==> src/rtl/leb128_pkg.sv <==
// rtl/leb128_pkg.sv - shared types and helpers for the LEB128 stream decoder
package leb128_pkg;

  localparam int LEB128_CONT = 7;

  typedef enum logic [1:0] {
    ACC,
    SKIP,
    OUT
  } leb128_state_t;

  function automatic int leb128_maxb(input int n);
    return (n + 6) / 7;
  endfunction

endpackage

==> src/rtl/leb128_final_merge.sv <==
// rtl/leb128_final_merge.sv - merges one 7-bit group into the accumulator, sign-extends, range-checks
module leb128_final_merge
  import leb128_pkg::*;
#(
  parameter int N      = 32,
  parameter bit SIGNED = 1'b0,
  localparam int MAXB  = leb128_maxb(N),
  localparam int LW    = $clog2(MAXB + 1)
) (
  input  logic [N-1:0]  acc,
  input  logic [6:0]    payload,
  input  logic [LW-1:0] cnt,
  output logic [N-1:0]  merged,
  output logic [N-1:0]  value,
  output logic          range_err
);

  // Bits of the last legal byte that still land inside the N-bit result.
  localparam int K = N - 7 * (MAXB - 1);

  int unsigned idx;
  logic [N-1:0] ext_mask;
  logic         ext_en;
  logic         viol;

  always_comb begin
    idx      = 32'(cnt);
    merged   = acc | (N'(payload) << (7 * idx));
    ext_mask = {N{1'b1}} << (7 * (idx + 1));
    ext_en   = SIGNED && payload[6] && ((7 * (idx + 1)) < N);
    value    = ext_en ? (merged | ext_mask) : merged;
  end

  if (K < 7) begin : g_range
    logic [6-K:0] hi;
    assign hi = payload[6:K];
    if (SIGNED) begin : g_signed
      // Discarded high bits must replicate the result's sign bit.
      assign viol = (hi != {(7 - K){payload[K-1]}});
    end else begin : g_unsigned
      assign viol = |hi;
    end
  end else begin : g_no_range
    assign viol = 1'b0;
  end

  assign range_err = viol && (cnt == LW'(MAXB - 1));

endmodule

==> src/rtl/leb128_stream_decoder.sv <==
// rtl/leb128_stream_decoder.sv - byte-serial LEB128/SLEB128 decoder with overlong/range error flag
module leb128_stream_decoder
  import leb128_pkg::*;
#(
  parameter int N      = 32,
  parameter bit SIGNED = 1'b0,
  localparam int MAXB  = leb128_maxb(N),
  localparam int LW    = $clog2(MAXB + 1)
) (
  input  logic          clk,
  input  logic          rst,
  input  logic [7:0]    in_data,
  input  logic          in_valid,
  output logic          in_ready,
  output logic [N-1:0]  out_data,
  output logic [LW-1:0] out_len,
  output logic          out_err,
  output logic          out_valid,
  input  logic          out_ready
);

  localparam logic [LW-1:0] LAST = LW'(MAXB - 1);

  leb128_state_t state, state_n;
  logic [N-1:0]  acc, acc_n, data_n;
  logic [LW-1:0] cnt, cnt_n, len_n;
  logic          err_n;
  logic          take, cont;
  logic [N-1:0]  merged, value;
  logic          range_err;

  leb128_final_merge #(
    .N      (N),
    .SIGNED (SIGNED)
  ) u_merge (
    .acc       (acc),
    .payload   (in_data[6:0]),
    .cnt       (cnt),
    .merged    (merged),
    .value     (value),
    .range_err (range_err)
  );

  assign in_ready  = (state == ACC) || (state == SKIP);
  assign out_valid = (state == OUT);
  assign take      = in_valid && in_ready;
  assign cont      = in_data[LEB128_CONT];

  always_ff @(posedge clk or posedge rst) begin
    if (rst) begin
      state    <= ACC;
      acc      <= '0;
      cnt      <= '0;
      out_data <= '0;
      out_len  <= '0;
      out_err  <= 1'b0;
    end else begin
      state    <= state_n;
      acc      <= acc_n;
      cnt      <= cnt_n;
      out_data <= data_n;
      out_len  <= len_n;
      out_err  <= err_n;
    end
  end

  always_comb begin
    state_n = state;
    acc_n   = acc;
    cnt_n   = cnt;
    data_n  = out_data;
    len_n   = out_len;
    err_n   = out_err;
    case (state)
      ACC: begin
        if (take) begin
          if (!cont) begin
            state_n = OUT;
            if (range_err) begin
              data_n = '0;
              len_n  = LW'(MAXB);
              err_n  = 1'b1;
            end else begin
              data_n = value;
              len_n  = cnt + LW'(1);
              err_n  = 1'b0;
            end
          end else if (cnt == LAST) begin
            // Too many bytes: swallow the remainder and report one error.
            state_n = SKIP;
            acc_n   = '0;
            cnt_n   = '0;
          end else begin
            acc_n = merged;
            cnt_n = cnt + LW'(1);
          end
        end
      end
      SKIP: begin
        if (take && !cont) begin
          state_n = OUT;
          data_n  = '0;
          len_n   = LW'(MAXB);
          err_n   = 1'b1;
        end
      end
      OUT: begin
        if (out_ready) begin
          state_n = ACC;
          acc_n   = '0;
          cnt_n   = '0;
          err_n   = 1'b0;
        end
      end
      default: begin
        state_n = ACC;
      end
    endcase
  end

endmodule
==> config.mk <==
export PLATFORM = sky130hd
export DESIGN_NAME = leb128_stream_decoder
export DESIGN_NICKNAME = d
export VERILOG_FILES = /design/src/rtl/leb128_pkg.sv /design/src/rtl/leb128_final_merge.sv /design/src/rtl/leb128_stream_decoder.sv
export SDC_FILE = /design/constraint.sdc
export NUM_CORES = 1
export LEC_CHECK = 0
export ABC_CLOCK_PERIOD_IN_PS = 3400
export CORE_UTILIZATION = 30
export DETAILED_ROUTE_END_ITERATION = 10
export GPL_TIMING_DRIVEN = 0
export PLACE_DENSITY = 0.49
export RECOVER_POWER = 100
export SLEW_MARGIN = 10
export SYNTH_ARGS = -nofsm -noshare
export SYNTH_HDL_FRONTEND = slang
export SYNTH_SLANG_ARGS = --single-unit
==> constraint.sdc <==
create_clock -name clk -period 3.4 [get_ports clk]
set_input_delay 0.34 -clock clk [delete_from_list [all_inputs] [get_ports clk]]
set_output_delay 0.34 -clock clk [all_outputs]
set_load 0.02 [all_outputs]
## Word level (Yosys, flattened, before mapping)

Cells that the tools add are included.

- Output and inout bits: 38
- Logic and storage cells: 65
- Input bits: 12
- Register bits: 73

- Equal/unequal tests: 9
- Reductions and logical operators: 14
- Shift-type cells: 1
- Multiply operators: 1
- Mux-type cells: 32
- Add/subtract/negate cells: 1
- Bitwise operators: 1

Operators by type and width:

| kind | count |
|---|---|
| 32-bit two-way mux | 8 |
| 32-bit case mux with 2 select lines | 2 |
| 32-bit OR | 1 |
| 7-bit by 6-bit left shift with 32-bit output | 1 |
| 3-bit two-way mux | 8 |
| 3-bit case mux with 2 select lines | 2 |
| 4-bit AND reduction | 3 |
| 2-bit two-way mux | 5 |
| 3-bit by 3-bit multiplier with 6-bit output, first input constant | 1 |
| 2-bit != test, second input constant | 3 |
| 2-bit case mux with 3 select lines | 1 |
| 1-bit two-way mux | 5 |
| 5-bit AND reduction | 1 |
| 2-bit by 1-bit != test with 1-bit output, second input constant | 2 |
| 2-bit nonzero test | 2 |
| 3-bit by 1-bit adder with 3-bit output, second input constant | 1 |
| 3-bit equality test, second input constant | 1 |
| 1-bit logical AND | 3 |
| 3-bit by 2-bit != test with 1-bit output, second input constant | 1 |
| 1-bit case mux with 3 select lines | 1 |
| 3-bit nonzero test | 1 |
| 3-bit OR reduction | 1 |
| 2-bit by 1-bit equality test with 1-bit output, second input constant | 1 |
| 2-bit equality test, second input constant | 1 |
| 3 further kinds | 3 |

## Logic depth before layout (Yosys ltp)

Gate-level depths: netlist of the first run.

- Word-level depth: 7
- Depth in mapped cells: 7
- Depth with buffers taken out: 5

## Cells and area by module

A second synthesis of the first run with hierarchy kept.

- Cells, all modules: 423
- Area total of the unflattened synthesis: 3,763.6 um^2

By module, submodules not included:

| module | cells each | times used | seq. area each (um^2) | area an instance (um^2) |
|---|---|---|---|---|
| leb128_stream_decoder | 340 | 1 | 1,826.8 | 3,134.3 |
| leb128_final_merge | 83 | 1 | 0.0 | 629.4 |

## Worst setup path before layout of the first run

No wires, ideal clock.

- Path type: register -> register
- From: register state[0]
- To: register acc[0]
- Stages on the path, launching flop included: 7
- Period minus slack after synthesis: 1,704 ps
- Library setup time: 125 ps
- Path slack: 1,696 ps
- Path buffers: 1
- Arrival: 1,578 ps
- Cells stage by stage: dfrtp_1 inv_1 ha_1 nor2b_1 a211oi_2 buf_6 a21oi_1

- Elaborated cells on any way between the ends: 11

RTL lines:

| element | line | text |
|---|---|---|
| from (decl) | leb128_stream_decoder.sv:24 | `leb128_state_t state, state_n;` |
| from (signal assigned) | leb128_stream_decoder.sv:58 | `state <= state_n;` |
| 2-bit equality test (*) | -- |  |
| named net out_valid | leb128_stream_decoder.sv:18 | `output logic out_valid,` |
| 2-bit by 1-bit != test with 1-bit output (no line) or 2-bit nonzero test (tied branches) | -- |  |
| 4-bit AND reduction (no line) | -- |  |
| to (signal assigned) | leb128_stream_decoder.sv:59 | `acc <= acc_n;` |
| to (decl) | leb128_stream_decoder.sv:25 | `logic [N-1:0] acc, acc_n, data_n;` |

Mark *: on every way through the listed nets, which the timed path passes. The rest lies on a longest branch.
A chain may end at the register's enable or synchronous reset.

## Worst setup path in the final report of the first run

- From: register state[0]
- To: output in_ready

- Cells in the longest elaborated chain, start to end: 2
- Elaborated cells on any way between the ends: 3

RTL lines:

| element | line | text |
|---|---|---|
| 2-bit by 1-bit equality test with 1-bit output or 2-bit zero test (tied branches) | leb128_stream_decoder.sv:44 | `assign in_ready = (state == ACC) \|\| (state == SKIP);` |
| 1-bit logical OR (*) | leb128_stream_decoder.sv:44 |  |
| to (decl) | leb128_stream_decoder.sv:14 | `output logic in_ready,` |

Mark *: on every way between the ends. The rest lies on a longest branch, timed or not.

==> results.md, run 1 <==
- Yosys Warn Count: 0
- Final period util: 80.4%
- Clk buf depth: 2
- Combinational share of power: 39.3%
- CTS tree: built
- GRT overflow: 0
- Most common cell in the synthesized netlist: dfrtp_1
- Crit Reg-Reg Startpoint: state[0]
- Initial Utilization: 31.0%
- Post-synth EDFFs: 0
- Via/cell ratio: 5.32
- Clock Skew: 0.00501 ns
- GPL Wtd Cong: 0.793
- Type of the worst min-delay path: flop to flop
- Final setup violation count: 0
- Unrepaired setup endpoints after global routing: no
- Number of gates resized after cts: 0
- DRC viols: 0
- R2r setup slk: 0.75 ns
- Fmax: 0.366 GHz
- Status: finished, final reports clean
- # port buffers: 49
- Kind of critical path: flop to output pin
- Mapped Area: 3380 sq um
- Type of origin of the critical path: flop
- Min-delay src: out_data[8]
- Top Ports: 50
- Pwr dens: 677 nW/um^2
- P_sw: 1.12 mW
- FFs w/ async S/R, synth: 100%
- Syn_nets: 317
- Fin crit period: 2.73 ns
- Area Growth Syn to Fin: 24.0%
- Antenna viol nets, final: 0
- Worst-path fanout max: 10
- Cells after Synth: 299
- Share of Yosys cell area claimed by the top area cell type: 54.1%
- Routed wire length: 9070 microns
- Placed Cells: 489
- Worst-path clk slew: 0.08 ns
- Die area: 11700 sq um
- Seq cells post-synth: 73
- Rel. slew slack: 4.85%
- Vias: 2682
- CP Data Arrival Time: 2.39 ns
- Crit. End Element: output pin
- Drt pass-1 iters: 4
- Post-route insts no fill: 504
- Capture point of the worst reg-to-reg path: acc[29]
- Clk pwr share: 21.5%
- Ys flop type: dfrtp_1
- Std-Cell Rows: 38
- Leak Pwr: 1.78 nW
- Post-CTS setup buffer count: 0
- Die Width: 108 microns
- Net Sw Frac: 39.7%
- CTS Hold Buffers Added: 0
- Top cells by area, synth: dfrtp_1, a21oi_1, o2bb2ai_1, a41oi_1, buf_2
- Initial antenna violation count: 0
- Clk root buf: clkbuf_8
- Hold-critical path depth: 1
- Fin area: 4190 sq um
- First-pass GRT wire length: 14900 microns
- Vias in the first global route: 2758
- Sequential area share after synthesis: 54.1%
- Inserted Clock Buffers: 9
- Least-Margin Pin Slew: 1.43 ns
- Pin count of the biggest net entering global routing: 59
- Initial DRC count: 125
- CP required: 3.06 ns
- Final nets: 378
- Dpl cell area: 4070 sq um
- Setup TNS: 0 ns
- Worst Reg-to-Reg Cells: 6
- Clock Sinks: 73
- Avg WL per Cell: 18.0 microns
- Die height: 108 microns
- Part of the power in registers: 39.2%
- Final Max Tran Viols: 0
- Synth cell count leaders: dfrtp_1, a21oi_1, o2bb2ai_1
- Peak supply drop: 0.295 mV
- Maximum level of the CTS H-tree: 3
- Diode count: 0
- Core Area: 10900 sq um
- Netlist cell types: 39
- Tot GR Track Use: 16.8%
- Post-DP HPWL: 6050 microns
- Syn avg cell area: 11.3 sq um
- Max-cap violations: 0
- Min-Delay Endpoint: out_data[8]
- Skew-Pair Late Insertion Delay: 0.35 ns
- Internal Power: 1.71 mW
- Final hold violations: 0
- Share of layout cells above drive strength 1: 12.9%
- Largest area contributor in the netlist: dfrtp_1
-- stage by stage --
step           worst slack (ns)  utilization (%)  power [mW]  hold slack, ns
6_report                  0.668             38.5        2.83           0.485
5_1_grt                   0.522             38.5        3.02           0.500
4_1_cts                   0.886             39.0        2.96           0.277
3_5_place_dp               1.23             37.4        2.34           0.473
3_3_place_gp             -0.127             37.1        2.33           0.476
2_1_floorplan              1.21                -        1.88           0.492
-- critical path, stage by stage (launching register included) --
cell	delay [ns]
dfrtp_1	0.41
inv_1	0.12
ha_1	0.29
or2_1	0.15
clkbuf_1	0.34
dlygate4sd3_1	0.73
-- registers in the layout, summed over array words and instances (netlist names) --
signal    count
state         2
out_data     32
out_err       1
out_len       3
cnt           3
acc          32
-- final cells by class --
type	instances	area [sq um]
clock buffers	10	138
inverters	5	20.0
multi-input cells	189	1330
clock inverters	5	32.5
plain buffers	32	166
repair buffers	50	495
well taps	140	175
fillers	1120	6700
flip-flops and latches	73	1830
-- power by group through the flow --
stage / logic (mW) / clock network (mW) / registers (mW)
finish: 1.11 / 0.608 / 1.11
detailed placement: 1.21 / 0 / 1.13
global route: 1.22 / 0.658 / 1.13
global placement: 1.20 / 0 / 1.13
CTS: 1.22 / 0.626 / 1.12
floorplan: 0.635 / 0 / 1.24
-- how the worst max path moves through the flow --
| stage | startpoint | endpoint | slack (ns) | depth (start not counted) |
|---|---|---|---|---|
| floorplan | rst | acc[0] | 1.21 | 1 |
| global placement | rst | out_data[1] | -0.13 | 2 |
| detailed placement | in_data[7] | acc[28] | 1.23 | 5 |
| CTS | state[0] | in_ready | 0.89 | 5 |
| global route | state[0] | in_ready | 0.52 | 5 |
| finish | state[0] | in_ready | 0.67 | 5 |
-- metal layers --
metal  global-route usage [%]  vias up  wire [microns]
li1                         -     1278               -
met1                     24.3     1340            4460
met2                     25.1       54            4210
met3                     2.95       10             270
met4                     5.77        0             124
met5                        0        -               0
-- kinds of logic after synthesis --
family | count (synthesis) | share of synthesized area (%)
AOI/OAI and AO/OA | 150 | 30.6
xor gates and xnor gates | 1 | 0.259
adders and majority gates | 6 | 2.22
buffers and inverters | 37 | 6.30
DFF | 73 | 54.1
muxes | 1 | 0.333
and+or+nand+nor | 31 | 6.19
-- cell usage in the layout (no fill, tap or decap), types with 2 or more instances in the layout --
cell type / netlist / layout
buf_2: 16 / 12
clkbuf_2: 4 / 5
clkdlybuf4s50_1: 0 / 10
clkbuf_8: 0 / 10
o21ai_0: 3 / 3
nand2_1: 3 / 3
dfrtp_1: 73 / 73
buf_4: 5 / 5
ha_1: 6 / 6
dlygate4sd3_1: 0 / 39
a21oi_1: 67 / 67
o2bb2ai_1: 32 / 32
clkbuf_1: 3 / 10
a211oi_1: 1 / 2
and2_0: 1 / 2
nor2b_1: 9 / 9
and2b_1: 3 / 3
nand3_1: 3 / 3
clkinvlp_4: 0 / 3
a31oi_1: 11 / 11
nand2_2: 2 / 2
inv_1: 5 / 4
clkinv_2: 0 / 2
a41oi_1: 28 / 28
Power figures use the tool's default switching activity.
==> inputs of run 2 (changes only) <==
Settings changed: ABC_CLOCK_PERIOD_IN_PS 3400 to 2650.
Clock period 3.4 ns to 2.65 ns, I/O delays scaled along.
==> results.md, run 2 (synthesis results as in run 1) <==
- CP Data Arrival Time: 2.16 ns (was 2.39 ns)
- Commonest non-fill, non-tap cell in the layout: dfrtp_1 (unchanged)
- Final period util: 91.7%
- Worst-path fanout max: 10 (unchanged)
- Maximum level of the CTS H-tree: 3 (unchanged)
- Fmax: 0.412 GHz
- Number of gates resized after cts: 0 (unchanged)
- Least-Margin Pin Slew: 1.29 ns (was 1.43 ns)
- Net Sw Frac: 39.5% (was 39.7%)
- Most frequent cells in the layout: dfrtp_1, a21oi_1, dlygate4sd3_1 (unchanged)
- Clk pwr share: 21.5% (about the same)
- # port buffers: 49 (unchanged)
- Clk buf depth: 2 (unchanged)
- Met1 usage: 24.3% (unchanged)
- Combinational share of power: 39.4% (was 39.3%)
- Status: finished, final reports clean (unchanged)
- Tot GR Track Use: 16.8% (unchanged)
- CTS Hold Buffers Added: 0 (unchanged)
- Vias in the first global route: 2758 (unchanged)
- Setup WS post-layout: 0.221 ns (was 0.668 ns)
- Share of layout cells above drive strength 1: 13.2% (was 12.9%)
- Clock Sinks: 73 (unchanged)
- Final hold violations: 0 (unchanged)
- Fin crit period: 2.43 ns
- Placed Cells: 489 (unchanged)
- Crit. End Element: output pin (unchanged)
- First-pass GRT wire length: 14900 microns (unchanged)
- Core Area: 10900 sq um (unchanged)
- GPL Wtd Cong: 0.793 (unchanged)
- Internal Power: 2.20 mW (was 1.71 mW)
- Vias: 2680 (was 2682)
- Antenna viol nets, final: 0 (unchanged)
- Worst-path clk slew: 0.08 ns (about the same)
- GRT met3 Usage: 2.95% (unchanged)
- Met2 global-route usage: 25.1% (unchanged)
- Pwr dens: 869 nW/um^2 (was 677 nW/um^2)
- Max-cap violations: 0 (unchanged)
- Type of origin of the critical path: flop (unchanged)
- GRT overflow: 0 (unchanged)
- Post-CTS setup buffer count: 0 (unchanged)
- CP required: 2.38 ns (was 3.06 ns)
- Avg WL per Cell: 18.0 microns (about the same)
- Setup WS pre-CTS: 0.556 ns (was 1.23 ns)
- # fillers: 1116 (was 1120)
- CP startpoint: state[0] (unchanged)
- Post-DP HPWL: 6050 microns (unchanged)
- Rel. slew slack: 14.0% (was 4.85%)
- Peak supply drop: 0.380 mV (was 0.295 mV)
- Part of the power in registers: 39.1% (was 39.2%)
- Pin count of the biggest net entering global routing: 59 (unchanged)
- Clk root buf: clkbuf_8 (unchanged)
- Initial DRC count: 114 (was 125)
- Final hold slack: 0.434 ns (was 0.485 ns)
- Skew-Pair Late Insertion Delay: 0.35 ns (about the same)
- Unrepaired setup endpoints after global routing: no (unchanged)
- CTS tree: built (unchanged)
- Post-route insts no fill: 504 (unchanged)
- Area Growth Syn to Fin: 23.9% (was 24.0%)
- Std-Cell Rows: 38 (unchanged)
- Leak Pwr: 1.78 nW (about the same)
- Final nets: 378 (unchanged)
- Inserted Clock Buffers: 9 (unchanged)
- Final setup violation count: 0 (unchanged)
- Kind of critical path: flop to output pin (unchanged)
- Via/cell ratio: 5.32 (about the same)
- Type of the worst min-delay path: primary input to asynchronous set/reset pin (was flop to flop)
- P_sw: 1.44 mW (was 1.12 mW)
- Die area: 11700 sq um (unchanged)
- Top Ports: 50 (unchanged)
- Crit Reg-Reg Startpoint: cnt[0] (was state[0])
- Initial antenna violation count: 0 (unchanged)
- Die Width: 108 microns (unchanged)
- Clock Skew: 0.00957 ns (was 0.00501 ns)
- Diode count: 0 (unchanged)
- Drt pass-1 iters: 6 (was 4)
- Final Max Tran Viols: 0 (unchanged)
- GR peak layer: met2 (unchanged)
- Die height: 108 microns (unchanged)
- Top flop regs: acc (32), out_data (32) (unchanged)
- Routed wire length: 9090 microns (was 9070 microns)
- Initial Utilization: 31.0% (unchanged)
- DRC viols: 0 (unchanged)
[run 2: cell count changes in the layout (fill, tap and decap cells not counted), sizes merged]
cell / change
clkbuf: -2
buf: +2
clkdlybuf4s50: +1
dlygate4sd3: -1
[run 2: worst max-delay path, cell delays in order, from the launching register on]
cell	delay (ns)
dfrtp_1	0.41
inv_1	0.12
ha_1	0.30
or2_1	0.15
buf_2	0.21
clkdlybuf4s50_1	0.63
[run 2: path summary, 6_finish.rpt]
kind / to / slack (ns) / depth (start not counted)
hold / removal: out_data[31] / 0.43 / 2
max in group asynchronous: cnt[0] / 0.55 / 3
setup reg to reg: out_data[3] / 0.34 / 6
hold reg to reg: out_data[8] / 0.49 / 1
min in group clk: out_data[8] / 0.49 / 1
setup / recovery: in_ready / 0.22 / 5
[run 2: layer usage]
metal / wire length, microns / part of all wire (%) / up-vias
met2: 4240 / 47 / 68
met4: 76 / 0.84 / 0
met5: 0 / 0 / -
li1: - / - / 1280
met3: 353 / 3.9 / 4
met1: 4420 / 49 / 1328
[run 2: metrics by stage]
| step | util [%] | power (mW) | instance area, sq um | setup TNS [ns] |
|---|---|---|---|---|
| final | 38.4 | 3.64 | 4190 | 0 |
| after global routing | 38.4 | 3.88 | 4190 | 0 |
| after CTS | 39.0 | 3.80 | 4240 | 0 |
| after detailed placement | 37.4 | 3.00 | 4070 | 0 |
| after global placement | 37.1 | 2.99 | 4040 | -58.03 |
| after floorplan | - | 2.41 | 3380 | 0 |
[run 2: cell type report]
type | count | area (sq um) | share of cell area (%)
Buffer | 32 | 168 | 4.01
Clock buffer | 10 | 138 | 3.29
Clock inverter | 5 | 32.5 | 0.777
Inverter | 5 | 20.0 | 0.478
Multi-Input combinational cell | 189 | 1330 | 31.8
Sequential cell | 73 | 1830 | 43.6
Tap cell | 140 | 175 | 4.19
Timing Repair Buffer | 50 | 495 | 11.8
[run 2: power groups by stage]
| stage | clock network (mW) | registers (mW) | logic, mW |
|---|---|---|---|
| after floorplan | 0 | 1.59 | 0.815 |
| after global placement | 0 | 1.45 | 1.54 |
| after detailed placement | 0 | 1.45 | 1.55 |
| after CTS | 0.803 | 1.43 | 1.56 |
| after global routing | 0.845 | 1.45 | 1.58 |
| final | 0.781 | 1.42 | 1.43 |
==> inputs of run 3 (changes only) <==
Settings changed: CORE_UTILIZATION 30 to 54, PLACE_DENSITY 0.49 to 0.8.
==> results.md, run 3 (synthesis results as in run 1) <==
- Crit. End Element: flop (was output pin)
- Dpl cell area: 3990 sq um (was 4070 sq um)
- Peak supply drop: 0.664 mV (was 0.380 mV)
- Worst-path fanout max: 10 (unchanged)
- Post-CTS setup buffer count: 0 (unchanged)
- Worst path bufs/invs: 2 (was 3)
- Via/cell ratio: 6.29 (was 5.32)
- Leak Pwr: 1.81 nW (was 1.78 nW)
- # port buffers: 49 (unchanged)
- Rel. slew slack: -12.9% (was 14.0%)
- Clk buf depth: 2 (unchanged)
- Die area: 6570 sq um (was 11700 sq um)
- Share of layout cells above drive strength 1: 13.5% (was 13.2%)
- Least-Margin Pin Slew: 1.69 ns (was 1.29 ns)
- Initial antenna violation count: 0 (unchanged)
- Inserted Clock Buffers: 9 (unchanged)
- Tot GR Track Use: 28.3% (was 16.8%)
- Violated checks: max-capacitance violations, max-slew violations
- Maximum level of the CTS H-tree: 3 (unchanged)
- Skew-Pair Late Insertion Delay: 0.35 ns (about the same)
- Max incr delay on CP: 1.03 ns (was 0.63 ns)
- Area Growth Syn to Fin: 22.4% (was 23.9%)
- Status: complete, but fails checks (was finished, final reports clean)
- Clock Sinks: 73 (unchanged)
- CP max stage cell: a211oi_1 (was clkdlybuf4s50_1)
- Crit-path cells: inv_1 > ha_1 > nor2b_1 > a211oi_1 > buf_6 > a21oi_1 (was inv_1 > ha_1 > or2_1 > buf_2 > clkdlybuf4s50_1)
- P_sw: 1.43 mW (was 1.44 mW)
- Internal Power: 2.29 mW (was 2.20 mW)
- Final Max Tran Viols: 69 (was 0)
- Final period util: 92.2% (was 91.7%)
- CTS tree: built (unchanged)
- Pwr dens: 899 nW/um^2 (was 869 nW/um^2)
- Top Ports: 50 (unchanged)
- Setup TNS: 0 ns (unchanged)
- CP Data Arrival Time: 2.67 ns (was 2.16 ns)
- GPL Wtd Cong: 0.805 (was 0.793)
- Fin area: 4130 sq um (was 4190 sq um)
- Drt pass-1 iters: 5 (was 6)
- Most frequent cells in the layout: dfrtp_1, a21oi_1, dlygate4sd3_1 (unchanged)
- Avg WL per Cell: 19.3 microns (was 18.0 microns)
- Top flop regs: acc (32), out_data (32) (unchanged)
- Unrepaired setup endpoints after global routing: no (unchanged)
- Core Area: 5990 sq um (was 10900 sq um)
- Family with the most delay on the worst path: compound AO/OA/AOI/OAI gates (was buffers and inverters)
- Clk root buf: clkbuf_8 (unchanged)
- Net Sw Frac: 38.4% (was 39.5%)
- Fin crit period: 2.44 ns (was 2.43 ns)
- Type of origin of the critical path: flop (unchanged)
- Die Width: 81.1 microns (was 108 microns)
- Vias in the first global route: 2740 (was 2758)
- Type of the worst min-delay path: primary input to asynchronous set/reset pin (unchanged)
- Max-cap violations: 1 (was 0)
- Commonest non-fill, non-tap cell in the layout: dfrtp_1 (unchanged)
- Initial Utilization: 56.4% (was 31.0%)
- Combinational share of power: 39.6% (was 39.4%)
- Vias: 2763 (was 2680)
- Worst-path clk slew: 0.07 ns (was 0.08 ns)
- Clk pwr share: 22.0% (was 21.5%)
- Kind of critical path: flop to flop (was flop to output pin)
- DRC viols: 0 (unchanged)
- Pin count of the biggest net entering global routing: 69 (was 59)
- Initial DRC count: 221 (was 114)
- GRT overflow: 0 (unchanged)
- Fmax: 0.409 GHz (was 0.412 GHz)
- Final setup violation count: 0 (unchanged)
- Final hold slack: 0.304 ns (was 0.434 ns)
- CP required: 2.87 ns (was 2.38 ns)
- Clock Skew: 0.00900 ns (was 0.00957 ns)
- Final hold violations: 0 (unchanged)
- Number of gates resized after cts: 0 (unchanged)
- CTS Hold Buffers Added: 0 (unchanged)
- Routed wire length: 8470 microns (was 9090 microns)
- Std-Cell Rows: 28 (was 38)
- Antenna viol nets, final: 0 (unchanged)
- Core Util, Final: 69.0% (was 38.4%)
- Post-DP HPWL: 5500 microns (was 6050 microns)
- Part of the power in registers: 38.4% (was 39.1%)
- First-pass GRT wire length: 13900 microns (was 14900 microns)
- Final nets: 378 (unchanged)
- Die height: 81.1 microns (was 108 microns)
- Diode count: 0 (unchanged)
run 3: cell count changes in the layout (fill, tap and decap cells not counted), moves of 2 or more:
cell / change
clkbuf_1: -2
clkinvlp_4: -2
buf_6: +3
clkbuf_8: +2
run 3: path summary, 6_finish.rpt:
path                               from           end  slack [ns]  cells past startpoint
setup / recovery               state[0]       acc[11]        0.21                      6
hold / removal                      rst  out_data[25]        0.30                      2
setup reg to reg               state[0]       acc[11]        0.21                      6
hold reg to reg            out_data[14]  out_data[14]        0.49                      1
max in group asynchronous           rst   out_data[9]        0.46                      3
min in group clk           out_data[14]  out_data[14]        0.49                      1
run 3: per-layer routing:
| layer | part of all wire [%] | global-route usage (%) | up-vias |
|---|---|---|---|
| met1 | 46 | 39.0 | 1355 |
| met3 | 5.5 | 5.62 | 16 |
| met2 | 47 | 44.1 | 117 |
| met5 | 0 | 0 | - |
| met4 | 1.5 | 10.9 | 0 |
| li1 | - | - | 1275 |
run 3: per-stage QoR:
| stage | worst slack (ns) | instances | power [mW] |
|---|---|---|---|
| 2_1_floorplan | 0.532 | 299 | 2.41 |
| 3_3_place_gp | -0.591 | 423 | 2.93 |
| 3_5_place_dp | 0.617 | 424 | 2.96 |
| 4_1_cts | 0.240 | 439 | 3.78 |
| 5_1_grt | 0.0785 | 439 | 3.91 |
| 6_report | 0.206 | 439 | 3.72 |
run 3: area by class of cell:
type / count / area [sq um]
Fill cell: 441 / 1860
Sequential cell: 73 / 1830
Multi-Input combinational cell: 189 / 1330
Timing Repair Buffer: 50 / 495
Buffer: 32 / 190
Clock buffer: 13 / 169
Tap cell: 75 / 93.8
Inverter: 5 / 20.0
Clock inverter: 2 / 12.5
run 3: power groups by stage:
stage | clock (mW) | combinational (mW) | sequential, mW
after floorplan | 0 | 0.815 | 1.59
after global placement | 0 | 1.48 | 1.44
after detailed placement | 0 | 1.51 | 1.45
after CTS | 0.819 | 1.53 | 1.43
after global routing | 0.877 | 1.58 | 1.45
final | 0.817 | 1.47 | 1.43
run 3: worst register-to-register path, delay by kind of cell, from the launching register on:
family	cells	cell delay, ns
and+or+nand+nor	1	0.22
adders and majority gates	1	0.25
AOI/OAI and AO/OA	2	1.12
buffers and inverters	2	0.35
DFF	1	0.38
